--- config.mk ---
export PLATFORM = sky130hd
export DESIGN_NAME = stack_context_unit
export DESIGN_NICKNAME = d
export VERILOG_FILES = /design/src/rtl/stack_context_unit_pkg.sv /design/src/rtl/stack_depth_tracker.sv /design/src/rtl/stack_context_unit.sv
export SDC_FILE = /design/constraint.sdc
export NUM_CORES = 1
export LEC_CHECK = 0
export ABC_AREA = 1
export BUFFER_PORTS_ARGS = -buffer_cell sky130_fd_sc_hd__buf_2
export CAP_MARGIN = 10
export CORE_AREA = 2 2 88 90
export CTS_BUF_LIST = sky130_fd_sc_hd__clkbuf_2
export DETAILED_ROUTE_END_ITERATION = 12
export DIE_AREA = 0 0 90 92
export GPL_TIMING_DRIVEN = 0
export HOLD_SLACK_MARGIN = 0.06
export PLACE_DENSITY = 0.85
export SYNTH_ARGS = -nofsm -noshare
export SYNTH_HDL_FRONTEND = slang
export SYNTH_HIERARCHICAL = 1
export SYNTH_SLANG_ARGS = --single-unit
--- constraint.sdc ---
create_clock -name clk -period 6.79 [get_ports clk]
set_input_delay 0.679 -clock clk [delete_from_list [all_inputs] [get_ports clk]]
set_output_delay 0.679 -clock clk [all_outputs]
set_load 0.02 [all_outputs]
--- src/rtl/stack_context_unit_pkg.sv ---
// Shared definitions for the stack context unit: burst FSM encoding and
// default sizing of the hardware stack it fronts.
package stack_context_unit_pkg;

  localparam int DEFAULT_DEPTH = 1024;
  localparam int REG_IDX_W     = 4;
  localparam int DEPTH_W       = 11;

  typedef enum logic [2:0] {
    IDLE,
    SAVE,
    RESTORE,
    RTAIL,
    FIN
  } state_t;

endpackage

--- src/rtl/stack_depth_tracker.sv ---
// Occupancy counter for a stack master: gates push/pop strobes that would
// overflow or underflow and keeps sticky error flags.
module stack_depth_tracker
  import stack_context_unit_pkg::*;
#(
  parameter int DEPTH = DEFAULT_DEPTH
) (
  input  logic               clk,
  input  logic               reset,
  input  logic               push_req,
  input  logic               pop_req,
  input  logic               ovf_set,
  input  logic               unf_set,
  input  logic               err_clr,
  output logic               push_ok,
  output logic               pop_ok,
  output logic [DEPTH_W-1:0] depth,
  output logic               err_ovf,
  output logic               err_unf
);

  localparam logic [DEPTH_W-1:0] FULL = DEPTH_W'(DEPTH);

  logic full;
  logic empty;
  logic ovf_hit;
  logic unf_hit;

  assign full    = (depth == FULL);
  assign empty   = (depth == '0);
  assign push_ok = push_req && !full;
  assign pop_ok  = pop_req && !empty;
  assign ovf_hit = ovf_set || (push_req && full);
  assign unf_hit = unf_set || (pop_req && empty);

  // NOTE: state is updated with non-blocking assignments so every register
  // samples the pre-edge values, independent of process ordering.
  always_ff @(posedge clk) begin
    if (reset) begin
      depth   <= '0;
      err_ovf <= 1'b0;
      err_unf <= 1'b0;
    end else begin
      if (push_ok && !pop_ok)      depth <= depth + 1'b1;
      else if (pop_ok && !push_ok) depth <= depth - 1'b1;

      // A new error in the same cycle as a clear must survive.
      if (ovf_hit)      err_ovf <= 1'b1;
      else if (err_clr) err_ovf <= 1'b0;
      if (unf_hit)      err_unf <= 1'b1;
      else if (err_clr) err_unf <= 1'b0;
    end
  end

endmodule

--- src/rtl/stack_context_unit.sv ---
// Sole master of the CPU hardware stack: forwards single push/pop requests and
// runs register save/restore bursts on interrupt entry and return.
module stack_context_unit
  import stack_context_unit_pkg::*;
#(
  parameter int FIRST_REG = 1,
  parameter int LAST_REG  = 15,
  parameter int DEPTH     = DEFAULT_DEPTH
) (
  input  logic        clk,
  input  logic        reset,
  input  logic        cpu_push,
  input  logic        cpu_pop,
  input  logic [31:0] cpu_d,
  output logic [31:0] cpu_q,
  input  logic        save_req,
  input  logic        restore_req,
  output logic        busy,
  output logic        done,
  output logic        err_ovf,
  output logic        err_unf,
  input  logic        err_clr,
  output logic [10:0] depth,
  output logic [3:0]  reg_raddr,
  input  logic [31:0] reg_rdata,
  output logic [3:0]  reg_waddr,
  output logic [31:0] reg_wdata,
  output logic        reg_we,
  output logic [31:0] stk_d,
  output logic        stk_push,
  output logic        stk_pop,
  input  logic [31:0] stk_q
);

  localparam int N = LAST_REG - FIRST_REG + 1;
  localparam logic [REG_IDX_W-1:0] FIRST_IDX  = REG_IDX_W'(FIRST_REG);
  localparam logic [REG_IDX_W-1:0] LAST_IDX   = REG_IDX_W'(LAST_REG);
  localparam logic [DEPTH_W-1:0]   SAVE_LIMIT = DEPTH_W'(DEPTH - N);
  localparam logic [DEPTH_W-1:0]   BURST_LEN  = DEPTH_W'(N);

  state_t               state, state_d;
  logic [REG_IDX_W-1:0] idx, idx_d;
  logic                 wr_pend;
  logic [REG_IDX_W-1:0] wr_idx;
  logic                 push_req, pop_req, push_ok, pop_ok;
  logic                 ovf_set, unf_set;
  logic                 save_fits, restore_fits;

  assign save_fits    = (depth <= SAVE_LIMIT);
  assign restore_fits = (depth >= BURST_LEN);

  always_ff @(posedge clk) begin
    if (reset) begin
      state   <= IDLE;
      idx     <= '0;
      wr_pend <= 1'b0;
      wr_idx  <= '0;
    end else begin
      state   <= state_d;
      idx     <= idx_d;
      // Popped data arrives a cycle after the pop, so the write trails by one.
      wr_pend <= (state == RESTORE);
      wr_idx  <= idx;
    end
  end

  always_comb begin
    state_d = state;
    idx_d   = idx;
    case (state)
      IDLE: begin
        if (save_req) begin
          state_d = save_fits ? SAVE : FIN;
          idx_d   = FIRST_IDX;
        end else if (restore_req) begin
          state_d = restore_fits ? RESTORE : FIN;
          idx_d   = LAST_IDX;
        end
      end
      SAVE: begin
        idx_d = idx + 1'b1;
        if (idx == LAST_IDX) state_d = FIN;
      end
      RESTORE: begin
        idx_d = idx - 1'b1;
        if (idx == FIRST_IDX) state_d = RTAIL;
      end
      RTAIL:   state_d = FIN;
      FIN:     state_d = IDLE;
      default: state_d = IDLE;
    endcase
  end

  // NOTE: every output gets a default before the case so no path leaves a
  // signal unassigned, which would otherwise infer a latch.
  always_comb begin
    push_req  = 1'b0;
    pop_req   = 1'b0;
    ovf_set   = 1'b0;
    unf_set   = 1'b0;
    stk_d     = cpu_d;
    reg_raddr = '0;
    busy      = 1'b0;
    done      = 1'b0;
    case (state)
      IDLE: begin
        // Burst requests outrank CPU traffic; a simultaneous push is dropped.
        if (save_req)         ovf_set  = !save_fits;
        else if (restore_req) unf_set  = !restore_fits;
        else if (cpu_pop)     pop_req  = 1'b1;
        else if (cpu_push)    push_req = 1'b1;
      end
      SAVE: begin
        busy      = 1'b1;
        reg_raddr = idx;
        stk_d     = reg_rdata;
        push_req  = 1'b1;
      end
      RESTORE: begin
        busy    = 1'b1;
        pop_req = 1'b1;
      end
      RTAIL:   busy = 1'b1;
      FIN:     done = 1'b1;
      default: ;
    endcase
  end

  stack_depth_tracker #(.DEPTH(DEPTH)) u_depth (
    .clk     (clk),
    .reset   (reset),
    .push_req(push_req),
    .pop_req (pop_req),
    .ovf_set (ovf_set),
    .unf_set (unf_set),
    .err_clr (err_clr),
    .push_ok (push_ok),
    .pop_ok  (pop_ok),
    .depth   (depth),
    .err_ovf (err_ovf),
    .err_unf (err_unf)
  );

  assign stk_push  = push_ok;
  assign stk_pop   = pop_ok;
  assign cpu_q     = stk_q;
  assign reg_we    = wr_pend;
  assign reg_waddr = wr_idx;
  assign reg_wdata = stk_q;

endmodule

**Word-level counts from Yosys, hierarchy flattened**

Index checks and enable logic that the tools add are counted.

- Word-level logic and storage cells: 79
- Register bits: 25
- Input bits: 103

- Reductions and logical operators: 23
- Order comparisons: 2
- Eq/ne operators: 10
- $add $sub $neg: 4
- Multiplexer cells: 33

Operators with widths:

| kind | number |
|---|---|
| 32-bit two-way mux | 1 |
| 11-bit two-way mux | 2 |
| 3-bit two-way mux | 6 |
| 1-bit two-way mux | 17 |
| 4-bit two-way mux | 3 |
| 3-bit one-hot mux with 4 select lines | 1 |
| 4-bit one-hot mux with 3 select lines | 1 |
| 11-bit by 1-bit adder with 11-bit output (second input constant) | 1 |
| 11-bit == test (second input constant) | 1 |
| 11-bit by 4-bit greater-or-equal comparator with 1-bit output (second input constant) | 1 |
| 11-bit by 10-bit <= comparator with 1-bit output (second input constant) | 1 |
| 11-bit zero test | 1 |
| 11-bit by 1-bit subtractor with 11-bit output (second input constant) | 1 |
| 3-bit by 2-bit == test with 1-bit output (second input constant) | 2 |
| 1-bit logical AND | 6 |
| 1-bit zero test | 6 |
| 2-bit nonzero test | 3 |
| 4-bit by 1-bit adder with 4-bit output (second input constant) | 1 |
| 4-bit by 1-bit == test with 1-bit output (second input constant) | 1 |
| 4-bit == test (second input constant) | 1 |
| 1-bit one-hot mux with 2 select lines | 2 |
| 4-bit by 1-bit subtractor with 4-bit output (second input constant) | 1 |
| 3-bit by 1-bit == test with 1-bit output (second input constant) | 1 |
| 3-bit == test (second input constant) | 1 |
| other kinds (9) | 10 |

**Logic depth before layout (Yosys ltp)**

Gate-level depths: netlist (run 1).

- Depth in word-level cells: 10
- Gate-level depth with buffers: 21

**By module**

Netlist (run 1), hierarchy kept.

By module, submodules not included:

| module | cells an instance | instances | area each (sq um) |
|---|---|---|---|
| stack_context_unit | 295 | 1 | 1,685.4 |
| stack_depth_tracker | 178 | 1 | 1,102.3 |

**Worst setup path before layout (run 1)**

No wires, ideal clock.

- Kind: input to register
- Start: in save_req
- End: reg u_depth.depth[8]
- Required time: 6.681 ns
- Data arrival time: 2.992 ns
- Path buffers: 0
- Setup slack: 3.689 ns
- Cell stages on the path: 16
- Cell sequence: inv_1 > nand4_2 > o21ai_0 > inv_1 > a31oi_1 > ha_1 > inv_1 > ha_1 > a21oi_2 > nor2_1 > nor2_1 > nand2_1 > nand2_1 > nand3_1 > nand2_1 > inv_1

- Longest elaborated chain between the ends: 6

RTL lines:

| what | line | RTL |
|---|---|---|
| from (decl) | stack_context_unit.sv:16 | `input logic save_req,` |
| 1-bit two-way mux (*) | stack_context_unit.sv:108 | `if (save_req) ovf_set = !save_fits;` |
| 1-bit one-hot mux with 2 select lines (*) | stack_context_unit.sv:105 | `case (state)` |
| net push_req | stack_context_unit.sv:45 | `logic push_req, pop_req, push_ok, pop_ok;` |
| 1-bit logical AND (*) | stack_depth_tracker.sv:31 | `assign push_ok = push_req && !full;` |
| net stk_push | stack_context_unit.sv:30 | `output logic stk_push,` |
| 1-bit zero test | stack_depth_tracker.sv:45 | `else if (pop_ok && !push_ok) depth <= depth - 1'b1;` |
| 1-bit logical AND | stack_depth_tracker.sv:45 |  |
| 2-bit nonzero test (no line) | n/a |  |
| to (signal assigned) | stack_depth_tracker.sv:44 | `if (push_ok && !pop_ok) depth <= depth + 1'b1;` |
| to (signal assigned) | stack_depth_tracker.sv:45 |  |
| to (decl) | stack_depth_tracker.sv:17 | `output logic [DEPTH_W-1:0] depth,` |

The timed path passes the listed nets; every way through them passes the cells marked *.
A chain may end at the register's enable or synchronous reset.

**Final worst setup path (run 1)**

- Start: reg state[0]
- End: reg u_depth.depth[9]

- Longest elaborated chain between the ends: 6

RTL lines:

| what | line | RTL |
|---|---|---|
| from (decl) | stack_context_unit.sv:41 | `state_t state, state_d;` |
| from (signal assigned) | stack_context_unit.sv:59 | `state <= state_d;` |
| 3-bit by 1-bit == test with 1-bit output / 3-bit zero test (equally long branches) | stack_context_unit.sv:105 |  |
| 1-bit one-hot mux with 2 select lines (*) | stack_context_unit.sv:105 |  |
| net push_req | stack_context_unit.sv:45 |  |
| 1-bit logical AND (*) | stack_depth_tracker.sv:31 |  |
| 1-bit zero test | stack_depth_tracker.sv:45 |  |
| 1-bit logical AND | stack_depth_tracker.sv:45 |  |
| 2-bit nonzero test (no line) | n/a |  |

Marked as above.

==> results of run 1 <==
-- report_power, final --
part | switching, mW | internal, mW
sequential | 0.0611 | 0.194
combinational | 0.737 | 0.409
clock | 0.0487 | 0.0155
total | 0.847 | 0.619
-- layout make-up --
type | count | area (um2) | share of cell area
Inverter | 58 | 217.7 | 0.05588
Clock buffer | 4 | 20.02 | 0.005138
Multi-Input combinational cell | 317 | 1540 | 0.3953
Tap cell | 102 | 127.6 | 0.03276
Timing Repair Buffer | 192 | 960.9 | 0.2466
Buffer | 73 | 529.3 | 0.1358
Sequential cell | 25 | 500.5 | 0.1285
-- registers in the layout (all words and copies together), names as in the netlist --
signal	flops
idx	4
u_depth/depth	11
state	3
u_depth/err_ovf	1
u_depth/err_unf	1
reg_we	1
reg_waddr	4
-- stage by stage --
stage	cell area [um2]	hold WS, ps	worst slack [ps]	power, mW	utilization
detailed placement	3876	548.9	3479	1.399	0.5205
finish	3896	580.3	3544	1.466	0.5232
global route	3896	575.2	3130	1.627	0.5232
CTS	3896	566.0	3516	1.467	0.5232
global placement	3876	536.3	3546	1.375	0.5205
floorplan	2788	514.3	3689	1.098	-
-- logic make-up after synthesis --
family          Yosys count  synth area share
simple gates            260            0.3950
buf+inv                 131            0.2679
compound gates           37           0.07316
flops                    25            0.1795
fa+ha+maj                14           0.06553
xor+xnor                  6           0.01885
-- worst max path at each step --
stage / start / end / slack (ps) / depth (start not counted)
after floorplan: save_req / u_depth/depth[8]$_SDFFE_PP0P_ / 3690 / 16
after global placement: save_req / u_depth/depth[8]$_SDFFE_PP0P_ / 3550 / 17
after detailed placement: save_req / u_depth/depth[9]$_SDFFE_PP0P_ / 3480 / 19
after CTS: state[0]$_SDFFE_PP0P_ / u_depth/depth[9]$_SDFFE_PP0P_ / 3520 / 21
after global routing: state[0]$_SDFFE_PP0P_ / u_depth/depth[9]$_SDFFE_PP0P_ / 3130 / 21
final: state[0]$_SDFFE_PP0P_ / u_depth/depth[9]$_SDFFE_PP0P_ / 3540 / 21
-- placed cells by master (no fill, tap or decap), types with 4 or more instances in the layout --
cell type	Yosys	final
dfxtp_1	25	25
nor2_1	44	44
buf_4	67	67
nand3_1	33	33
a21oi_1	17	17
nand4_1	7	7
inv_1	54	54
clkbuf_2	0	4
nand2_1	163	163
buf_2	3	195
o21ai_0	9	9
ha_1	13	13
o21ai_1	4	4
-- routing by layer --
metal	global-route usage	wire length [um]	vias up
met5	0	0	-
met4	0.03077	57	0
met3	0.04684	969	8
met2	0.4142	4857	158
met1	0.2581	3736	1559
li1	-	-	1796
-- worst register-to-register path, stage by stage (launching register included) --
cell,delay (ps)
dfxtp_1,490
inv_2,90
nor2_1,150
nand2_1,160
buf_4,210
buf_4,180
o21ai_0,120
inv_1,60
a31oi_1,200
ha_1,220
inv_1,190
ha_1,410
nand2_1,130
inv_1,60
nand2_1,70
nand2_1,50
nand2_1,80
nand3_1,70
nand2_1,70
nand3_1,60
nand2_1,70
inv_1,30
==> run metrics, run 1 <==
r2r setup slk=3540 ps; WS Path Type=register to register; Max Freq=308.1 MHz; Skew-Pair Late Insertion Delay=360 ps; Post-synth EDFFs=0; area share of the largest cell type after synthesis=0.2195; Routed WL=9620 um; R2R depth=21; post-synthesis sequential area ratio=0.1795; Syn. warnings=6; Final min period=3246 ps; H-Tree Depth=1; WL/cell=12.48 um; hold depth=2; crit end category=register; Netlist cell types=33; global router's overall resource usage=0.2187; GPL Wtd Cong=0.8962; I/O Pins=225; Core Area=7447 um2; CP arrival=3560 ps; Gate Count Post-Synth=473; Finished Layout Cells=771; type of the tightest min-delay check=register to register; drt pass-1 iters=4; CP Buf/Inv Count=7; RSZ-0062 raised after global routing=false; Hold Fails Final Rpt=0; grt ovf=0; share of post-route cells with drive strength above 1=0.4200; P_leak=2.459 nW; die width=90 um; antenna fix cells=0; FFs w/ async S/R, synth=0; Layout area overhead=39.77%; worst slew pin tran=465.1 ps; vias per cell=4.567; DR iter-0 viols=215; Worst-path clk slew=260 ps; initial antenna violation count=0; Max Fanout on Critical Path=10; first-pass GRT wire length=15080 um; slowest stage delay, CP=490 ps; outcome=completed; Synth Cell Area=2788 um2; P per Cell Area=376.2 nW/um2; number of setup violations in the final report=0; crit path launch type=register; Slowest-stage cell, CP=dfxtp_1; clk_skew=13.81 ps; final net count=787; reg2reg end=u_depth/depth[9]$_SDFFE_PP0P_; hold path endpoint=idx[3]$_SDFFE_PP0P_; I/O Buffers=192; top cells by area, synth=nand2_1 22%, buf_4 18%, dfxtp_1 18%, inv_1 7.3%, nand3_1 5.9%; total clock sinks=25; Slew Limit Fails=0; Via Count=3521; syn_area_per_cell=5.894 um2; max cap viols=0; Tcrit/Tclk final=0.4781; DRT antenna net count=0; CTS tree=yes; HPWL Detailed=8099 um; vias in the first global route=3330; hold path startpoint=idx[3]$_SDFFE_PP0P_; Std-Cell Rows=32; count leader, synth=nand2_1; root buf cell=clkbuf_2; TNS Setup=0 ps; #FFs+latches synth=25; initial cell density of the core=0.3743; dpl cells=767; dominant cell type by area after synthesis=nand2_1; Max Root-Sink Buffers=2; CTS Buf Count=3; synth cell count leaders=163 x nand2_1, 67 x buf_4, 54 x inv_1; crit-path cells=inv_2 > nor2_1 > nand2_1 > buf_4 > buf_4 > o21ai_0 > inv_1 > a31oi_1 > ha_1 > inv_1 > ha_1 > nand2_1 > inv_1 > nand2_1 > nand2_1 > nand2_1 > nand3_1 > nand2_1 > nand3_1 > nand2_1 > inv_1; crit-path leading delay family=simple AND/OR/NAND/NOR gates; cell mode on critical path=nand2_1; largest net degree at the start of global routing=14; worst rel slew slack=0.6900; post-CTS sizing=0; launching point of the worst reg2reg path=state[0]$_SDFFE_PP0P_; fillers=748; CTS Hold Bufs=0; VDD IR max=0.2511 mV; DRC=0; prevailing post-synth register cell=dfxtp_1; setup bufs post-CTS=0; Net Count, Synth=590; die area=8280 um2; Worst Path Required=7100 ps; Die Ht=92 um
(Power assumes the default switching activity.)
==> run 2: changes to the inputs <==
Settings changed: CORE_AREA 2 2 88 90 to unset, CORE_MARGIN set to 2, CORE_UTILIZATION set to 41, DIE_AREA 0 0 90 92 to unset, PLACE_DENSITY 0.85 to 0.9.
Clock period 6.79 ns to 3.3 ns, I/O delays scaled along.
==> run 2 against run 1 <==
Net effect:
- first-iteration DRC count up 4.7%
- sequential power grew 110%
- flip-flop and latch count did not move
- combinational power rose by 120%
- count of clock-buffer cells in the layout shrank 1
- critical path depth is 2 lower
- routed wire length decreased by 5.5%
- via count decreased by 0.43%
- setup slack got worse by 3300 ps
- worst hold slack lost 360 ps
- final cell count down 2.1%
==> run metrics, run 2 (synthesis gave the netlist of run 1 again) <==
outcome=completed; most used routing layer=met2; DRT antenna net count=0 (unchanged); Sw Share=0.5692 (-0.008779); largest net degree at the start of global routing=17 (+3); initial cell density of the core=0.4172 (+0.04290); DRC=0 (unchanged); Std-Cell Rows=30 (-6.3%); Core Area=6681 um2 (-10%); Slowest-stage cell, CP=dfxtp_4; VDD IR max=0.5302 mV (+110%); Max Fanout on Critical Path=10 (unchanged); WS Path Type=register to register; drt pass-1 iters=4 (unchanged); Max Freq=326.3 MHz (+5.9%); Layout area overhead=43.09%; CTS Buf Count=3 (unchanged); antenna fix cells=0 (unchanged); type of the tightest min-delay check=input pin to register; switching power=1.795 mW (+110%); sequential power share=0.170 (-0.004); Clk pwr share=0.044 (about the same); global router's overall resource usage=0.2159 (-0.002834); root buf cell=clkbuf_2; CTS Hold Bufs=0 (unchanged); Largest Register=u_depth/depth; crit end category=register; vias per cell=4.644 (+1.7%); met1 Track Usage GR=0.2295 (-0.02859); Tcrit/Tclk final=0.9287 (+0.4507); DR iter-0 viols=225 (+4.7%); Die Ht=86.46 um (-6.0%); CTS tree=yes; first-pass GRT wire length=13320 um (-12%); crit path launch type=register; Worst-path clk slew=290 ps (+30 ps); die area=7474 um2 (-9.7%); crit-path leading delay family=simple AND/OR/NAND/NOR gates; slowest stage delay, CP=440 ps (-50 ps); worst rel slew slack=0.6938 (+0.003826); internal power=1.359 mW (+120%); vias in the first global route=3103 (-6.8%); TNS Setup=0 ps (unchanged); H-Tree Depth=1 (unchanged); combinational power share=0.786 (+0.004); Final min period=3065 ps (-181.2 ps); number of setup violations in the final report=0 (unchanged); initial antenna violation count=0 (unchanged); Hold Fails Final Rpt=0 (unchanged); dpl cells=745 (-2.9%); I/O Pins=225 (unchanged); HPWL Detailed=7530 um (-7.0%); Slew Limit Fails=0 (unchanged); Max Root-Sink Buffers=2 (unchanged); P_leak=2.490 nW (+1.3%); crit-path cells=inv_2 > nor2_2 > nand2_2 > buf_4 > buf_4 > o21ai_1 > inv_1 > a31oi_2 > ha_2 > clkinvlp_4 > buf_2 > ha_1 > or2_1 > nand3_1 > nand2_1 > nand2_1 > nand3_1 > nand2_1 > inv_1; I/O Buffers=192 (unchanged); CP arrival=3370 ps (-190 ps); Via Count=3506 (-0.43%); die width=86.46 um (-3.9%); CP Buf/Inv Count=7 (unchanged); Finished Layout Cells=755 (-2.1%); grt ovf=0 (unchanged); GRT met3 Usage=0.03048 (-0.01636); share of post-route cells with drive strength above 1=0.4415 (+0.02145); Routed WL=9087 um (-5.5%); WL/cell=12.04 um (-3.5%); commonest non-fill, non-tap cell in the layout=buf_2; RSZ-0062 raised after global routing=false; Worst Path Required=3610 ps (-3490 ps); GPL Wtd Cong=0.8455 (-5.7%); cell mode on critical path=nand2_1; clk_skew=24.46 ps (+10.65 ps); worst slew pin tran=459.3 ps (-5.738 ps); P per Cell Area=790.6 nW/um2 (+110%); Skew-Pair Late Insertion Delay=380 ps (+20 ps); met2 Use GR=0.4350 (+0.02080); most frequent cells in the layout=196 x buf_2, 162 x nand2_1, 71 x buf_4, 53 x inv_1, 43 x nor2_1; max cap viols=0 (unchanged); max FFs per register=11 (unchanged); final net count=793 (+0.76%); total clock sinks=25 (unchanged)
==> run 2: path summary, 6_finish.rpt <==
kind | from | end | slack [ps] | cells after the start
setup / recovery | state[0]$_SDFFE_PP0P_ | u_depth/depth[8]$_SDFFE_PP0P_ | 240 | 19
hold / removal | reset | reg_waddr[3]$_SDFF_PP0_ | 220 | 2
hold reg to reg | u_depth/err_unf$_SDFFE_PP0P_ | u_depth/err_unf$_SDFFE_PP0P_ | 570 | 2
setup reg to reg | state[0]$_SDFFE_PP0P_ | u_depth/depth[8]$_SDFFE_PP0P_ | 240 | 19
==> run 2: routing by layer <==
layer	part of all wire	wire length (um)	vias to the layer above
met1	0.37	3392	1556
met4	0.026	233	0
met5	0	0	-
li1	-	-	1815
met3	0.061	553	16
met2	0.54	4907	119
==> run 2: through the flow <==
step	area (um2)	total power, mW	util	setup WS, ps	hold slack [ps]
floorplan	2788	2.259	-	247.0	402.4
global placement	3849	2.825	0.5760	178.4	529.9
detailed placement	3849	2.879	0.5760	134.6	533.7
CTS	3872	3.031	0.5796	93.16	199.1
global route	3989	3.473	0.5970	34.93	178.7
finish	3989	3.153	0.5970	235.2	221.1
==> run 2: power groups by stage <==
stage / clock, mW / sequential, mW / combinational [mW]
5_1_grt: 0.160 / 0.555 / 2.76
3_3_place_gp: 0 / 0.528 / 2.30
3_5_place_dp: 0 / 0.534 / 2.34
2_1_floorplan: 0 / 0.575 / 1.68
4_1_cts: 0.146 / 0.528 / 2.36
6_report: 0.140 / 0.536 / 2.48
==> run 2: repair_timing <==
action                                  CTS  global route
gates resized for setup                   0            16
setup buffers                             0             6
hold endpoints to repair                  0             0
endpoints found under the setup margin    0             8
==> run 2: area by class of cell <==
| type | count | area [um2] |
|---|---|---|
| fill | 639 | 2693 |
| buffer | 73 | 529.3 |
| inverter | 58 | 221.5 |
| tap | 80 | 100.1 |
| clock buffer | 3 | 15.01 |
| timing repair buffer | 198 | 1016 |
| multi-input combinational | 317 | 1589 |
| sequential | 25 | 509.2 |
| clock inverter | 1 | 8.758 |
